### config.mk
export PLATFORM = sky130hd
export DESIGN_NAME = data_mem_arbiter_flat
export DESIGN_NICKNAME = d
export VERILOG_FILES = /design/src/rtl/data_mem_arbiter_if.sv /design/src/rtl/data_mem_arbiter.sv /design/src/flat_wrapper.sv
export SDC_FILE = /design/constraint.sdc
export NUM_CORES = 1
export LEC_CHECK = 0
export ABC_CLOCK_PERIOD_IN_PS = 1700
export CORE_UTILIZATION = 38
export DETAILED_ROUTE_END_ITERATION = 16
export PLACE_DENSITY_LB_ADDON = 0.05
export SYNTH_ARGS = -nofsm -noshare
export SYNTH_HDL_FRONTEND = slang
export SYNTH_SLANG_ARGS = --single-unit
### constraint.sdc
create_clock -name clk -period 1.7 [get_ports clk]
set_input_delay 0.34 -clock clk [delete_from_list [all_inputs] [get_ports clk]]
set_output_delay 0.34 -clock clk [all_outputs]
set_load 0.05 [all_outputs]
### src/rtl/data_mem_arbiter_if.sv
// Request/response bundle for two requesters plus the single-port data memory port.
// slave = arbiter side, master = requesters and memory model side.
interface data_mem_arbiter_if #(
    parameter int ADDR_W = 8,
    parameter int DATA_W = 8
);
    logic              m0_req;
    logic              m0_we;
    logic [ADDR_W-1:0] m0_addr;
    logic [DATA_W-1:0] m0_wdata;
    logic              m0_ack;
    logic              m0_err;
    logic [DATA_W-1:0] m0_rdata;

    logic              m1_req;
    logic              m1_we;
    logic [ADDR_W-1:0] m1_addr;
    logic [DATA_W-1:0] m1_wdata;
    logic              m1_ack;
    logic              m1_err;
    logic [DATA_W-1:0] m1_rdata;

    logic [ADDR_W-1:0] mem_address;
    logic [DATA_W-1:0] mem_write_data;
    logic              mem_write_enable;
    logic [DATA_W-1:0] mem_read_data;

    modport slave (
        input  m0_req, m0_we, m0_addr, m0_wdata,
        input  m1_req, m1_we, m1_addr, m1_wdata,
        input  mem_read_data,
        output m0_ack, m0_err, m0_rdata,
        output m1_ack, m1_err, m1_rdata,
        output mem_address, mem_write_data, mem_write_enable
    );

    modport master (
        output m0_req, m0_we, m0_addr, m0_wdata,
        output m1_req, m1_we, m1_addr, m1_wdata,
        output mem_read_data,
        input  m0_ack, m0_err, m0_rdata,
        input  m1_ack, m1_err, m1_rdata,
        input  mem_address, mem_write_data, mem_write_enable
    );
endinterface

### src/rtl/data_mem_arbiter.sv
// Two-requester arbiter/sequencer for a single-port synchronous data memory.
// Latency: grant in IDLE, memory drive next cycle, ack two cycles after grant; requesters hold req until ack.
module data_mem_arbiter #(
    parameter int ADDR_W      = 8,
    parameter int DATA_W      = 8,
    parameter int MEM_BASE    = 64,
    parameter int MEM_TOP     = 127,
    parameter bit ROUND_ROBIN = 1'b1
) (
    input  logic                 clk,
    input  logic                 rst_n,
    data_mem_arbiter_if.slave    bus
);
    localparam logic [ADDR_W-1:0] BASE_ADDR = ADDR_W'(MEM_BASE);
    localparam logic [ADDR_W-1:0] TOP_ADDR  = ADDR_W'(MEM_TOP);

    typedef enum logic [1:0] {IDLE, ACCESS, RESP} state_t;

    state_t            state;
    logic              lat_id;
    logic              lat_we;
    logic              lat_ok;
    logic              pref;
    logic              rd_ok;
    logic              ack0;
    logic              ack1;
    logic              err0;
    logic              err1;
    logic [ADDR_W-1:0] mem_addr_q;
    logic [DATA_W-1:0] mem_wdata_q;
    logic              mem_we_q;

    logic              any_req;
    logic              grant_id;
    logic              sel_we;
    logic [ADDR_W-1:0] sel_addr;
    logic [DATA_W-1:0] sel_wdata;
    logic              sel_ok;

    always_comb begin
        any_req = bus.m0_req | bus.m1_req;
        if (bus.m0_req && bus.m1_req) begin
            grant_id = ROUND_ROBIN ? pref : 1'b0;
        end else begin
            grant_id = bus.m1_req;
        end
        sel_we    = grant_id ? bus.m1_we    : bus.m0_we;
        sel_addr  = grant_id ? bus.m1_addr  : bus.m0_addr;
        sel_wdata = grant_id ? bus.m1_wdata : bus.m0_wdata;
        sel_ok    = (sel_addr >= BASE_ADDR) && (sel_addr <= TOP_ADDR);
    end

    always_ff @(posedge clk or negedge rst_n) begin
        if (!rst_n) begin
            state       <= IDLE;
            lat_id      <= 1'b0;
            lat_we      <= 1'b0;
            lat_ok      <= 1'b0;
            pref        <= 1'b0;
            rd_ok       <= 1'b0;
            ack0        <= 1'b0;
            ack1        <= 1'b0;
            err0        <= 1'b0;
            err1        <= 1'b0;
            mem_addr_q  <= '0;
            mem_wdata_q <= '0;
            mem_we_q    <= 1'b0;
        end else begin
            case (state)
                IDLE: begin
                    if (any_req) begin
                        lat_id      <= grant_id;
                        lat_we      <= sel_we;
                        lat_ok      <= sel_ok;
                        pref        <= ~grant_id;
                        mem_addr_q  <= sel_addr;
                        mem_wdata_q <= sel_wdata;
                        // Out-of-range writes turn into harmless reads.
                        mem_we_q    <= sel_we & sel_ok;
                        state       <= ACCESS;
                    end
                end
                ACCESS: begin
                    mem_we_q <= 1'b0;
                    ack0     <= ~lat_id;
                    ack1     <= lat_id;
                    err0     <= ~lat_id & ~lat_ok;
                    err1     <= lat_id & ~lat_ok;
                    rd_ok    <= ~lat_we & lat_ok;
                    state    <= RESP;
                end
                RESP: begin
                    ack0  <= 1'b0;
                    ack1  <= 1'b0;
                    err0  <= 1'b0;
                    err1  <= 1'b0;
                    rd_ok <= 1'b0;
                    state <= IDLE;
                end
                default: state <= IDLE;
            endcase
        end
    end

    // Memory read data arrives during RESP, so rdata is steered combinationally.
    assign bus.m0_ack           = ack0;
    assign bus.m1_ack           = ack1;
    assign bus.m0_err           = err0;
    assign bus.m1_err           = err1;
    assign bus.m0_rdata         = (ack0 && rd_ok) ? bus.mem_read_data : '0;
    assign bus.m1_rdata         = (ack1 && rd_ok) ? bus.mem_read_data : '0;
    assign bus.mem_address      = mem_addr_q;
    assign bus.mem_write_data   = mem_wdata_q;
    assign bus.mem_write_enable = mem_we_q;
endmodule

### src/flat_wrapper.sv
// flat-port wrapper written by rule: the top's interface ports become plain ports
module data_mem_arbiter_flat 
#(
    parameter int ADDR_W      = 8,
    parameter int DATA_W      = 8,
    parameter int MEM_BASE    = 64,
    parameter int MEM_TOP     = 127,
    parameter bit ROUND_ROBIN = 1'b1
)
  (clk, rst_n, bus_m0_req, bus_m0_we, bus_m0_addr, bus_m0_wdata, bus_m1_req, bus_m1_we, bus_m1_addr, bus_m1_wdata, bus_mem_read_data, bus_m0_ack, bus_m0_err, bus_m0_rdata, bus_m1_ack, bus_m1_err, bus_m1_rdata, bus_mem_address, bus_mem_write_data, bus_mem_write_enable);
  data_mem_arbiter_if #(.ADDR_W(ADDR_W), .DATA_W(DATA_W)) bus_i ();
  input  logic clk;
  input  logic rst_n;
  input wire logic [$bits(bus_i.m0_req)-1:0] bus_m0_req;
  input wire logic [$bits(bus_i.m0_we)-1:0] bus_m0_we;
  input wire logic [$bits(bus_i.m0_addr)-1:0] bus_m0_addr;
  input wire logic [$bits(bus_i.m0_wdata)-1:0] bus_m0_wdata;
  input wire logic [$bits(bus_i.m1_req)-1:0] bus_m1_req;
  input wire logic [$bits(bus_i.m1_we)-1:0] bus_m1_we;
  input wire logic [$bits(bus_i.m1_addr)-1:0] bus_m1_addr;
  input wire logic [$bits(bus_i.m1_wdata)-1:0] bus_m1_wdata;
  input wire logic [$bits(bus_i.mem_read_data)-1:0] bus_mem_read_data;
  output wire logic [$bits(bus_i.m0_ack)-1:0] bus_m0_ack;
  output wire logic [$bits(bus_i.m0_err)-1:0] bus_m0_err;
  output wire logic [$bits(bus_i.m0_rdata)-1:0] bus_m0_rdata;
  output wire logic [$bits(bus_i.m1_ack)-1:0] bus_m1_ack;
  output wire logic [$bits(bus_i.m1_err)-1:0] bus_m1_err;
  output wire logic [$bits(bus_i.m1_rdata)-1:0] bus_m1_rdata;
  output wire logic [$bits(bus_i.mem_address)-1:0] bus_mem_address;
  output wire logic [$bits(bus_i.mem_write_data)-1:0] bus_mem_write_data;
  output wire logic [$bits(bus_i.mem_write_enable)-1:0] bus_mem_write_enable;
  assign bus_i.m0_req = bus_m0_req;
  assign bus_i.m0_we = bus_m0_we;
  assign bus_i.m0_addr = bus_m0_addr;
  assign bus_i.m0_wdata = bus_m0_wdata;
  assign bus_i.m1_req = bus_m1_req;
  assign bus_i.m1_we = bus_m1_we;
  assign bus_i.m1_addr = bus_m1_addr;
  assign bus_i.m1_wdata = bus_m1_wdata;
  assign bus_i.mem_read_data = bus_mem_read_data;
  assign bus_m0_ack = bus_i.m0_ack;
  assign bus_m0_err = bus_i.m0_err;
  assign bus_m0_rdata = bus_i.m0_rdata;
  assign bus_m1_ack = bus_i.m1_ack;
  assign bus_m1_err = bus_i.m1_err;
  assign bus_m1_rdata = bus_i.m1_rdata;
  assign bus_mem_address = bus_i.mem_address;
  assign bus_mem_write_data = bus_i.mem_write_data;
  assign bus_mem_write_enable = bus_i.mem_write_enable;
  data_mem_arbiter #(.ADDR_W(ADDR_W), .DATA_W(DATA_W), .MEM_BASE(MEM_BASE), .MEM_TOP(MEM_TOP), .ROUND_ROBIN(ROUND_ROBIN)) u_core (.clk(clk), .rst_n(rst_n), .bus(bus_i));
endmodule
==> results of run 1 <==
[cell families (layout without fill, tap and decap cells)]
| family | Yosys count | after routing | share of synthesized area, % |
|---|---|---|---|
| AND/OR/NAND/NOR | 49 | 49 | 16.5 |
| AO/OA/AOI/OAI | 30 | 30 | 11.4 |
| flip-flops | 28 | 28 | 49.2 |
| multiplexers | 21 | 21 | 14.9 |
| buffers and inverters | 15 | 98 | 5.27 |
| adder cells (fa/ha/maj) | 3 | 3 | 2.64 |
[layer usage]
| metal | vias to the layer above | GRT usage (%) |
|---|---|---|
| li1 | 669 | - |
| met1 | 632 | 29.2 |
| met2 | 54 | 35.6 |
| met3 | 4 | 3.62 |
| met4 | 0 | 4.26 |
| met5 | - | 0 |
[how the worst max path moves through the flow]
stage	slack, ns	cells after the start	to
after floorplan	0.12	1	bus_m0_rdata[7]
after global placement	0.05	6	u_core.bus.mem_address[6]
after detailed placement	-0.008	6	u_core.bus.mem_write_data[0]
after CTS	0.08	2	bus_m1_rdata[6]
after global routing	0.004	2	bus_m1_rdata[3]
final	0.07	2	bus_m1_rdata[3]
[worst register-to-register path, delay by kind of cell, from the launching register on]
family | cells | cell delay (ns)
and+or+nand+nor | 1 | 0.09
adders and majority gates | 1 | 0.29
buffers and inverters | 2 | 0.34
DFF | 1 | 0.39
AOI/OAI and AO/OA | 2 | 0.18
[per-stage QoR]
step | hold slack (ns) | worst slack, ns
2_1_floorplan | 0.0444 | 0.122
3_3_place_gp | 0.469 | 0.0498
3_5_place_dp | 0.477 | -0.00837
4_1_cts | 0.451 | 0.0751
5_1_grt | 0.474 | 0.00429
6_report | 0.441 | 0.0701
[cell type report]
class	count	area, um^2	area share (%)
flip-flops and latches	28	701	27.9
inverters	7	26.3	1.05
well taps	46	57.6	2.29
clock inverters	1	30.0	1.20
multi-input cells	103	652	26.0
repair buffers	87	1000	40.0
clock buffers	3	41.3	1.64
[cell usage in the layout (no fill, tap or decap), types with 2 or more instances in the layout]
cell | synthesis | final
sky130_fd_sc_hd__clkbuf_8 | 0 | 3
sky130_fd_sc_hd__buf_4 | 0 | 23
sky130_fd_sc_hd__clkdlybuf4s50_1 | 0 | 45
sky130_fd_sc_hd__buf_12 | 0 | 19
sky130_fd_sc_hd__mux2i_1 | 19 | 19
sky130_fd_sc_hd__nor2b_1 | 2 | 2
sky130_fd_sc_hd__inv_1 | 6 | 6
sky130_fd_sc_hd__mux2_2 | 2 | 2
sky130_fd_sc_hd__dfrtp_1 | 28 | 28
sky130_fd_sc_hd__a21oi_1 | 2 | 2
sky130_fd_sc_hd__ha_1 | 3 | 3
sky130_fd_sc_hd__nand2_1 | 24 | 24
sky130_fd_sc_hd__nor2_1 | 4 | 4
sky130_fd_sc_hd__o21ai_1 | 20 | 19
sky130_fd_sc_hd__and3_1 | 16 | 16
sky130_fd_sc_hd__o21ai_2 | 1 | 2
sky130_fd_sc_hd__o21ai_0 | 4 | 4
[power groups by stage]
| stage | combinational (mW) | clock (mW) | sequential [mW] |
|---|---|---|---|
| floorplan | 0.837 | 0 | 2.00 |
| global placement | 2.43 | 0 | 1.22 |
| detailed placement | 2.51 | 0 | 1.24 |
| CTS | 2.52 | 0.536 | 1.23 |
| global route | 2.66 | 0.563 | 1.28 |
| finish | 2.49 | 0.526 | 1.23 |
==> results.txt, run 1 <==
----------------------------------------------------
[Outcome]
  Outcome ... completed

[Finish]
  Final non-filler cell total ... 275
  Post-route design area ... 2510 um^2
  Final core utilization ... 72.4%
  Fraction of final layout cells with drive strength greater than 1 ... 22.3%
  Area growth from synthesis to layout ... 76.4%
  Antenna Cells ... 0
  Filler Cell Count ... 274
  Post-layout nets ... 279

[Worst setup path]
  Worst setup SP type ... register
  Kind of end point of the critical path ... output pin
  Startpoint of the worst-slack reg-to-reg timing path ... u_core.state[0]
  Max stage delay cell, worst path ... sky130_fd_sc_hd__dfrtp_1
  Ordered cell list for the critical path ... and3_1 > buf_12
  Number of cells on the worst reg-to-reg path ... 6
  Start point of the critical path ... u_core.rd_ok
  Worst R2R Setup Slack ... 0.30 ns
  Buffering stage count on the worst path with inverters included ... 1
  Cell type group with the largest total delay on the critical path ... flip-flops
  Arrival time reported for the critical path endpoint ... 1.29 ns
  Data required time of the critical path ... 1.36 ns
  WS Path Type ... reg -> out
  Slowest cell delay on critical path ... 0.57 ns
  R2r endpoint ... u_core.bus.mem_address[6]
  Maximum fanout along the worst path ... 17

[GRT]
  All-Layer GR Usage ... 21.4%
  Number of antenna violations at the first check in global routing ... 0
  Via count of the first global-routing pass ... 1,334
  Maximum number of pins on one net before global-route repair ... 29
  First-pass GRT wire length ... 6660 um
  Final global-route overflow total ... 0

[Die]
  Std-Cell Core Area ... 3470 um^2
  Chip Height ... 63.2 um
  I/O pins ... 83
  Die X-Extent ... 63.2 um
  Effective utilization at floorplan ... 41.1%
  Row count ... 21
  Die Area ... 4000 um^2

[Drt]
  Remaining DRCs ... 0
  Detailed-route wire length on metal 1 ... 1820 um
  Routed wire length ... 4030 um
  Post-DR vias/cell ... 4.94
  Length of routed met3 wiring ... 221 um
  Router iterations before antenna repair ... 4
  DRC marker count from the first detailed-route iteration ... 38
  Final ANT Viol Nets ... 0
  Highest metal layer with signal wires ... met4
  Routed wirelength normalized by instance count ... 14.6 um
  Vias ... 1,359
  Sum of met2 wire segment lengths after detailed routing ... 1960 um

[Timing]
  Max Transition Viols Final ... 0
  Max_slew headroom ... 75.4%
  Shortest clock period the worst path allows after layout ... 1.63 ns
  Number of failing hold endpoints at the final stage ... 0
  Final Cycle Share ... 95.9%
  Setup repair after global routing missed its margin ... false
  Total negative slack for setup checks ... 0 ns
  Final setup skew ... 0.00672 ns
  Maximum operating frequency ... 0.614 GHz
  Final setup violating endpoints ... 0
  Transition time at the pin with the least slew margin ... 0.368 ns

[Clocking]
  Hold buffers post-CTS ... 0
  CTS HTree Levels ... 1
  Post-CTS setup buffers ... 0
  TritonCTS clock tree ... yes
  Inserted Clock Buffers ... 3
  Skew-Pair Late Insertion Delay ... 0.28 ns
  Clock tree root buffer cell ... sky130_fd_sc_hd__clkbuf_8
  Clock transition at the registers of the reported paths ... 0.10 ns
  Clk sink count ... 28
  Number of cells upsized or downsized after cts ... 0
  CTS Buffer Depth ... 2

[Synth]
  Synthesized instance count ... 146
  Post-synth EDFFs ... 0
  Post-synthesis sequential area ratio ... 49.2%
  Top cells by instance count after synthesis ... 28 x sky130_fd_sc_hd__dfrtp_1, 24 x sky130_fd_sc_hd__nand2_1, 20 x sky130_fd_sc_hd__o21ai_1, 19 x sky130_fd_sc_hd__mux2i_1, 16 x sky130_fd_sc_hd__and3_1
  Mean post-synth cell area ... 9.75 um^2
  Share of flip-flops with an asynchronous set or reset ... 100%
  Synthesis Warnings ... 0
  Fraction of synthesized cell area taken by the top area cell type ... 49.2%
  Unique cell type count in the Yosys netlist ... 23
  Most used standard cell by instance count after synthesis ... sky130_fd_sc_hd__dfrtp_1
  Cell accounting for the most synthesized area ... sky130_fd_sc_hd__dfrtp_1
  Main synth FF type ... sky130_fd_sc_hd__dfrtp_1
  Cell types with the largest area share after synthesis ... sky130_fd_sc_hd__dfrtp_1 49%, sky130_fd_sc_hd__mux2i_1 13%, sky130_fd_sc_hd__and3_1 7.0%, sky130_fd_sc_hd__o21ai_1 7.0%, sky130_fd_sc_hd__nand2_1 6.3%
  Count of state elements after synthesis ... 28
  Mapped Nets ... 195
  Netlist Area Pre-Place ... 1420 um^2

[Pwr]
  Power share of the combinational group ... 58.7%
  Clock share of power ... 12.4%
  Switching share of power ... 47.8%
  Leakage power total ... 1.22 nW
  Highest ir drop seen on vdd ... 1220 uV
  Cell area power density ... 1690 nW/um^2
  Power spent charging and discharging nets ... 2.03 mW
  Overall power of the completed layout ... 4.25 mW
  Share of total power in sequential cells ... 28.9%
  Power Internal ... 2.22 mW

[Place]
  Final weighted congestion in routability-driven placement ... 0.752
  Detailed Place HPWL ... 3220 um
  # port buffers ... 82
  Post-placement cell area ... 2440 um^2
  Number of placed cells counting well taps ... 271

[Flow run]
  Max capacitance violation total ... 0

[Worst hold path]
  Hold Path Class ... in -> async

----------------------------------------------------
No activity file was read; power rests on OpenSTA's default activity.
==> run 2, diff against run 1 <==
ABC_CLOCK_PERIOD_IN_PS = 1900   (was 1700)
CORE_MARGIN = 4   (was not set)
CORE_UTILIZATION = 40   (was 38)
SKIP_LAST_GASP = 1   (was not set)
clock period = 1.9 ns   (was 1.7 ns; I/O delays follow)
==> run 2 against run 1 <==
Net effect:
- clock-buffer cell count is the same
- wire length up 1.1%
- global-route usage fell by 3.1 points
- critical path type unchanged
- largest power group unchanged
==> results.txt, run 2 (same netlist as run 1, synthesis figures left out) <==
----------------------------------------------------
[Flow run]
  Max capacitance violation total ... 0 (unchanged)

[GRT]
  Number of antenna violations at the first check in global routing ... 0 (unchanged)
  Final global-route overflow total ... 0 (unchanged)
  Via count of the first global-routing pass ... 1,428 (was 1,334)
  All-Layer GR Usage ... 18.3% (was 21.4%)
  First-pass GRT wire length ... 6340 um (was 6660 um)
  Maximum number of pins on one net before global-route repair ... 29 (unchanged)

[Worst setup path]
  WS Path Type ... reg -> out (unchanged)
  Slowest cell delay on critical path ... 0.62 ns (was 0.57 ns)
  Arrival time reported for the critical path endpoint ... 1.40 ns (was 1.29 ns)
  Maximum fanout along the worst path ... 17 (unchanged)
  Start point of the critical path ... u_core.rd_ok (unchanged)
  Max stage delay cell, worst path ... sky130_fd_sc_hd__dfrtp_1 (unchanged)
  Kind of end point of the critical path ... output pin (unchanged)
  Buffering stage count on the worst path with inverters included ... 1 (unchanged)
  Worst setup SP type ... register (unchanged)
  Cell type group with the largest total delay on the critical path ... flip-flops (unchanged)
  Ordered cell list for the critical path ... and3_1 > buf_12 (unchanged)
  Startpoint of the worst-slack reg-to-reg timing path ... u_core.state[0] (unchanged)
  Data required time of the critical path ... 1.52 ns (was 1.36 ns)

[Place]
  Final weighted congestion in routability-driven placement ... 0.693 (was 0.752)
  Post-Place Setup Slack ... 0.168 ns (was -0.00837 ns)
  Number of placed cells counting well taps ... 272 (was 271)
  Detailed Place HPWL ... 3380 um (was 3220 um)
  # port buffers ... 82 (unchanged)

[Outcome]
  Outcome ... completed (unchanged)

[Clocking]
  Clk sink count ... 28 (unchanged)
  TritonCTS clock tree ... yes (unchanged)
  Skew-Pair Late Insertion Delay ... 0.34 ns (was 0.28 ns)
  Hold buffers post-CTS ... 0 (unchanged)
  Clock transition at the registers of the reported paths ... 0.16 ns (was 0.10 ns)
  Clock tree root buffer cell ... sky130_fd_sc_hd__clkbuf_4 (was sky130_fd_sc_hd__clkbuf_8)
  CTS HTree Levels ... 1 (unchanged)
  CTS Buffer Depth ... 2 (unchanged)
  Inserted Clock Buffers ... 3 (unchanged)

[Timing]
  Final Cycle Share ... 93.7%
  Number of failing hold endpoints at the final stage ... 0 (unchanged)
  Shortest clock period the worst path allows after layout ... 1.78 ns
  Worst Hold Margin ... 0.397 ns (was 0.441 ns)
  Transition time at the pin with the least slew margin ... 0.510 ns (was 0.368 ns)
  Maximum operating frequency ... 0.562 GHz
  Max_slew headroom ... 65.9% (was 75.4%)
  Setup WS post-layout ... 0.120 ns (was 0.0701 ns)
  Final setup violating endpoints ... 0 (unchanged)
  Final setup skew ... 0.0141 ns (was 0.00672 ns)
  Max Transition Viols Final ... 0 (unchanged)
  Setup repair after global routing missed its margin ... false (unchanged)
  Total negative slack for setup checks ... 0 ns (unchanged)

[Drt]
  Router iterations before antenna repair ... 2 (was 4)
  Vias ... 1,344 (was 1,359)
  DRC marker count from the first detailed-route iteration ... 66 (was 38)
  Routed wirelength normalized by instance count ... 14.8 um (was 14.6 um)
  Post-DR vias/cell ... 4.87 (was 4.94)
  Final ANT Viol Nets ... 0 (unchanged)
  Remaining DRCs ... 0 (unchanged)
  Routed wire length ... 4070 um (was 4030 um)

[Die]
  Die Area ... 4580 um^2 (was 4000 um^2)
  Chip Height ... 67.7 um (was 63.2 um)
  I/O pins ... 83 (unchanged)
  Die X-Extent ... 67.7 um (was 63.2 um)
  Row count ... 21 (unchanged)
  Effective utilization at floorplan ... 42.0% (was 41.1%)
  Std-Cell Core Area ... 3390 um^2 (was 3470 um^2)

[Finish]
  Area growth from synthesis to layout ... 76.0% (was 76.4%)
  Antenna Cells ... 0 (unchanged)
  Most frequent cells in the layout ... 45 x sky130_fd_sc_hd__clkdlybuf4s50_1, 28 x sky130_fd_sc_hd__dfrtp_1, 24 x sky130_fd_sc_hd__nand2_1 (unchanged)
  Post-layout nets ... 280 (was 279)
  Final non-filler cell total ... 276 (was 275)
  Leading cell type in the layout, fill and taps excluded ... sky130_fd_sc_hd__clkdlybuf4s50_1 (unchanged)
  Fraction of final layout cells with drive strength greater than 1 ... 15.7% (was 22.3%)

[Worst hold path]
  Hold Path Class ... in -> async (unchanged)

[Pwr]
  Leakage power total ... 1.25 nW (was 1.22 nW)
  Cell area power density ... 1440 nW/um^2 (was 1690 nW/um^2)
  Highest ir drop seen on vdd ... 804 uV (was 1220 uV)

----------------------------------------------------
-- run 2: cell types whose count changed in the layout (fill, tap and decap cells not counted) --
cell | before | now
sky130_fd_sc_hd__clkbuf_4 | 0 | 3
sky130_fd_sc_hd__buf_12 | 19 | 17
sky130_fd_sc_hd__dlygate4sd2_1 | 0 | 13
sky130_fd_sc_hd__clkbuf_8 | 3 | 0
sky130_fd_sc_hd__buf_4 | 23 | 10
sky130_fd_sc_hd__dlymetal6s2s_1 | 0 | 3
-- run 2: final timing paths --
kind | endpoint | slack [ns] | depth (start not counted)
worst max-delay path | bus_m1_rdata[3] | 0.12 | 2
worst min-delay path | u_core.pref | 0.40 | 2
worst max register to register | u_core.bus.mem_write_data[7] | 0.52 | 6
worst min register to register | u_core.bus.mem_address[7] | 0.49 | 2
max in group asynchronous | u_core.bus.mem_write_data[3] | 1.23 | 2
min in group clk | u_core.bus.mem_address[7] | 0.49 | 2
-- run 2: final cells by class --
cell class	count	area, um^2
Timing Repair Buffer	88	1020
Fill cell	256	883
Sequential cell	28	701
Multi-Input combinational cell	103	652
Tap cell	46	57.6
Clock inverter	1	30.0
Inverter	7	26.3
Clock buffer	3	22.5
-- run 2: repair_timing --
item	in CTS	in global routing
gates cloned	0	0
endpoints found under the setup margin	13	3
gates resized for setup	13	3
setup buffers	0	0
-- run 2: through the flow --
step	power (mW)	area [um^2]	utilization (%)
floorplan	2.54	1420	-
global placement	3.29	2460	72.6
detailed placement	3.37	2460	72.6
CTS	3.67	2500	73.7
global route	3.86	2510	73.9
finish	3.62	2510	73.9
-- run 2: power breakdown --
| group | total, mW | internal [mW] | switching (mW) |
|---|---|---|---|
| registers | 1.08 | 0.875 | 0.205 |
| clock network | 0.396 | 0.213 | 0.182 |
| logic | 2.15 | 0.743 | 1.40 |
-- run 2: per-layer routing --
metal / vias to the layer above / GRT usage [%] / share of wire, %
li1: 670 / - / -
met1: 620 / 18.4 / 36
met2: 50 / 35.2 / 54
met3: 4 / 6.32 / 9.6
met4: 0 / 4.56 / 0.86
met5: - / 0 / 0
==> run 3, diff against run 2 <==
SLEW_MARGIN = 10   (was not set)
==> results of run 3 <==
The final DEF is identical to that of run 2; final timing and power are the same.
==> edit: new RTL, config.mk and constraints of run 1 <==
`ROUND_ROBIN` is set to 1'b1 in 2 places; all go to 1'b0.
--- a/src/rtl/data_mem_arbiter.sv
+++ b/src/rtl/data_mem_arbiter.sv
@@ -7,3 +7,3 @@
     parameter int MEM_TOP     = 127,
-    parameter bit ROUND_ROBIN = 1'b1
+    parameter bit ROUND_ROBIN = 1'b0
 ) (
--- a/src/flat_wrapper.sv
+++ b/src/flat_wrapper.sv
@@ -7,3 +7,3 @@
     parameter int MEM_TOP     = 127,
-    parameter bit ROUND_ROBIN = 1'b1
+    parameter bit ROUND_ROBIN = 1'b0
 )
Behaviour: not the same (a bounded check fails within 10 cycles, from zero or initial values and one cycle with rst_n low).
==> edit against run 1 <==
- critical endpoint is now bus_m1_rdata[2]
- final cell count is 2.5% lower
- area after synthesis is 1.7% lower
- sequential power is 3% lower
- power is 5.2% lower
- final area is 0.85% lower
- setup slack better by 0.039 ns
- register-to-register slack worse by 0.08 ns
- wire length is 4.4% lower
- sequential cell count is 1 lower
==> edit: results (changes against run 1) <==
stage,metric,value,unit,change
run_status,status,"finished, final reports clean",,unchanged
global_routing,vias in the first global route,1382,,was 1334
critical_path,crit path DAT,1.25,ns,was 1.29 ns
placed_design,RD Place Congestion,0.847,,was 0.752
pwr,Worst VDD drop,0.00111,V,was 0.00122 V
global_routing,pin count of the biggest net entering global routing,36,,was 29
cts,CTS H-tree lvls,1,,unchanged
finish,layout cells sized above 1,25.7,%,was 22.3%
global_routing,met3 usage,3.65,%,was 3.62%
route,drt initial violations,56,,was 38
synth,synth top area cells,"dfrtp_1 (48%), mux2i_1 (12%), and3_1 (7.1%), nand2_1 (4.8%), mux2_2 (4.0%)",,"was dfrtp_1 (49%), mux2i_1 (13%), and3_1 (7.0%), o21ai_1 (7.0%), nand2_1 (6.3%)"
synth,Netlist cell types,25,,was 23
finish,Fill cells,260,,was 274
synth,cell count after synthesis,136,,was 146
cts,"Reg clk slew, reported paths",0.10,ns,about the same
synth,synth cell count leaders,"dfrtp_1 (27), nand2_1 (18), mux2i_1 (17), and3_1 (16), o21ai_0 (11)",,"was dfrtp_1 (28), nand2_1 (24), o21ai_1 (20), mux2i_1 (19), and3_1 (16)"
synth,Post-Synth Adder-Cell Area,3.57,%,was 2.64%
global_routing,initial antenna violation count,0,,unchanged
synth,sequential area share after synthesis,48.3,%,was 49.2%
cts,post-CTS setup buffers,0,,unchanged
global_routing,GR Util met1,25.7,%,was 29.2%
synth,"Primary FF master, synth",dfrtp_1,,unchanged
route,WL/cell,14.4,um,was 14.6 um
cts,clk_lat worst skew,0.27,ns,
placed_design,placed cells,264,,was 271
route,total number of vias,1319,,was 1359
synth,portion of netlist area occupied by mux cells,16.2,%,was 14.9%
cts,Root Buffer,clkbuf_8,,unchanged
global_routing,first-pass GRT wire length,6.58,mm,was 6.66 mm
finish,# nets final,273,,was 279
timing,final worst slack,0.109,ns,was 0.0701 ns
placed_design,HPWL reported at the end of detailed placement,3.03,mm,was 3.22 mm
placed_design,buffers added on ports,82,,unchanged
route,Pre-antenna DRT Iters,4,,unchanged
global_routing,global router's overall resource usage,21.0,%,was 21.4%
pwr,Leakage,0.00123,uW,was 0.00122 uW
global_routing,grt met2 use,39.1,%,was 35.6%
synth,post-synthesis net count,186,,was 195
critical_path,reg2reg setup slack,0.22,ns,was 0.30 ns
synth,Compound-Gate Fraction of Synth Area,10.5,%,was 11.4%
timing,Slew headroom,76.9,%,was 75.4%
cts,clock tree buffer depth,2,,unchanged
timing,Setup Skew,0.00660,ns,was 0.00672 ns
critical_path,critical path peak fanout,10,,was 17
route,vias per inst,4.92,,was 4.94
placed_design,post-placement worst setup slack,0.0127,ns,was -0.00837 ns
[edit: cell count changes after synthesis, sizes merged, moves of 2 or more]
| cell | before | now |
|---|---|---|
| mux2 | 2 | 5 |
| mux2i | 19 | 17 |
| nand2 | 24 | 18 |
| nor2b | 2 | 0 |
| nor3b | 0 | 2 |
| o21ai | 25 | 22 |
[edit: worst max-delay path, cell delays in order, from the launching register on]
cell,delay (ns)
dfrtp_1,0.54
and3_1,0.29
buf_12,0.15
[edit: area by class of cell]
type	count	area [sq um]	share of cell area [%]
inverters	6	22.5	0.905
clock buffers	4	45.0	1.81
well taps	46	57.6	2.31
flip-flops and latches	27	677	27.2
multi-input cells	96	657	26.4
repair buffers	89	1030	41.4
[edit: logic make-up (layout without fill, tap and decap cells)]
logic type | count (synthesis) | count (layout)
adder cells (fa/ha/maj) | 4 | 4
AO/OA/AOI/OAI | 26 | 26
AND/OR/NAND/NOR | 44 | 44
multiplexers | 22 | 22
flip-flops | 27 | 27
buffers and inverters | 13 | 99
[edit: worst paths after layout]
path	startpoint	end	cells past startpoint
max in group asynchronous	rst_n	u_core.rd_ok	2
min reg2reg	u_core.bus.mem_address[1]	u_core.bus.mem_address[1]	2
min in group clk	u_core.bus.mem_address[1]	u_core.bus.mem_address[1]	2
max	u_core.bus.m1_ack	bus_m1_rdata[2]	2
max reg2reg	u_core.state[0]	u_core.state[0]	5
min	rst_n	u_core.bus.m0_err	2
[edit: layer usage]
metal  share of wire, %  vias to the layer above
met3                4.9                        2
met2                 54                       52
met1                 41                      613
li1                   -                      652
met5                  0                        -
met4               0.42                        0
[edit: power by group]
group / internal, uW / total [uW] / switching, uW
registers: 946 / 1190 / 240
logic: 941 / 2470 / 1530
clock network: 168 / 366 / 199
total: 2060 / 4030 / 1970
[edit: timing repair]
action	CTS	global route
endpoints found under the hold margin	0	0
endpoints found under the setup margin	0	15
resized for setup	0	1
[edit: through the flow]
| stage | hold slack (ns) | instance area, sq um | util [%] | total power [uW] |
|---|---|---|---|---|
| after floorplan | 0.0444 | 1400 | - | 2730 |
| after global placement | 0.465 | 2440 | 71.0 | 3600 |
| after detailed placement | 0.472 | 2440 | 71.0 | 3690 |
| after CTS | 0.460 | 2490 | 72.3 | 4060 |
| after global routing | 0.471 | 2490 | 72.3 | 4280 |
| final | 0.437 | 2490 | 72.3 | 4030 |
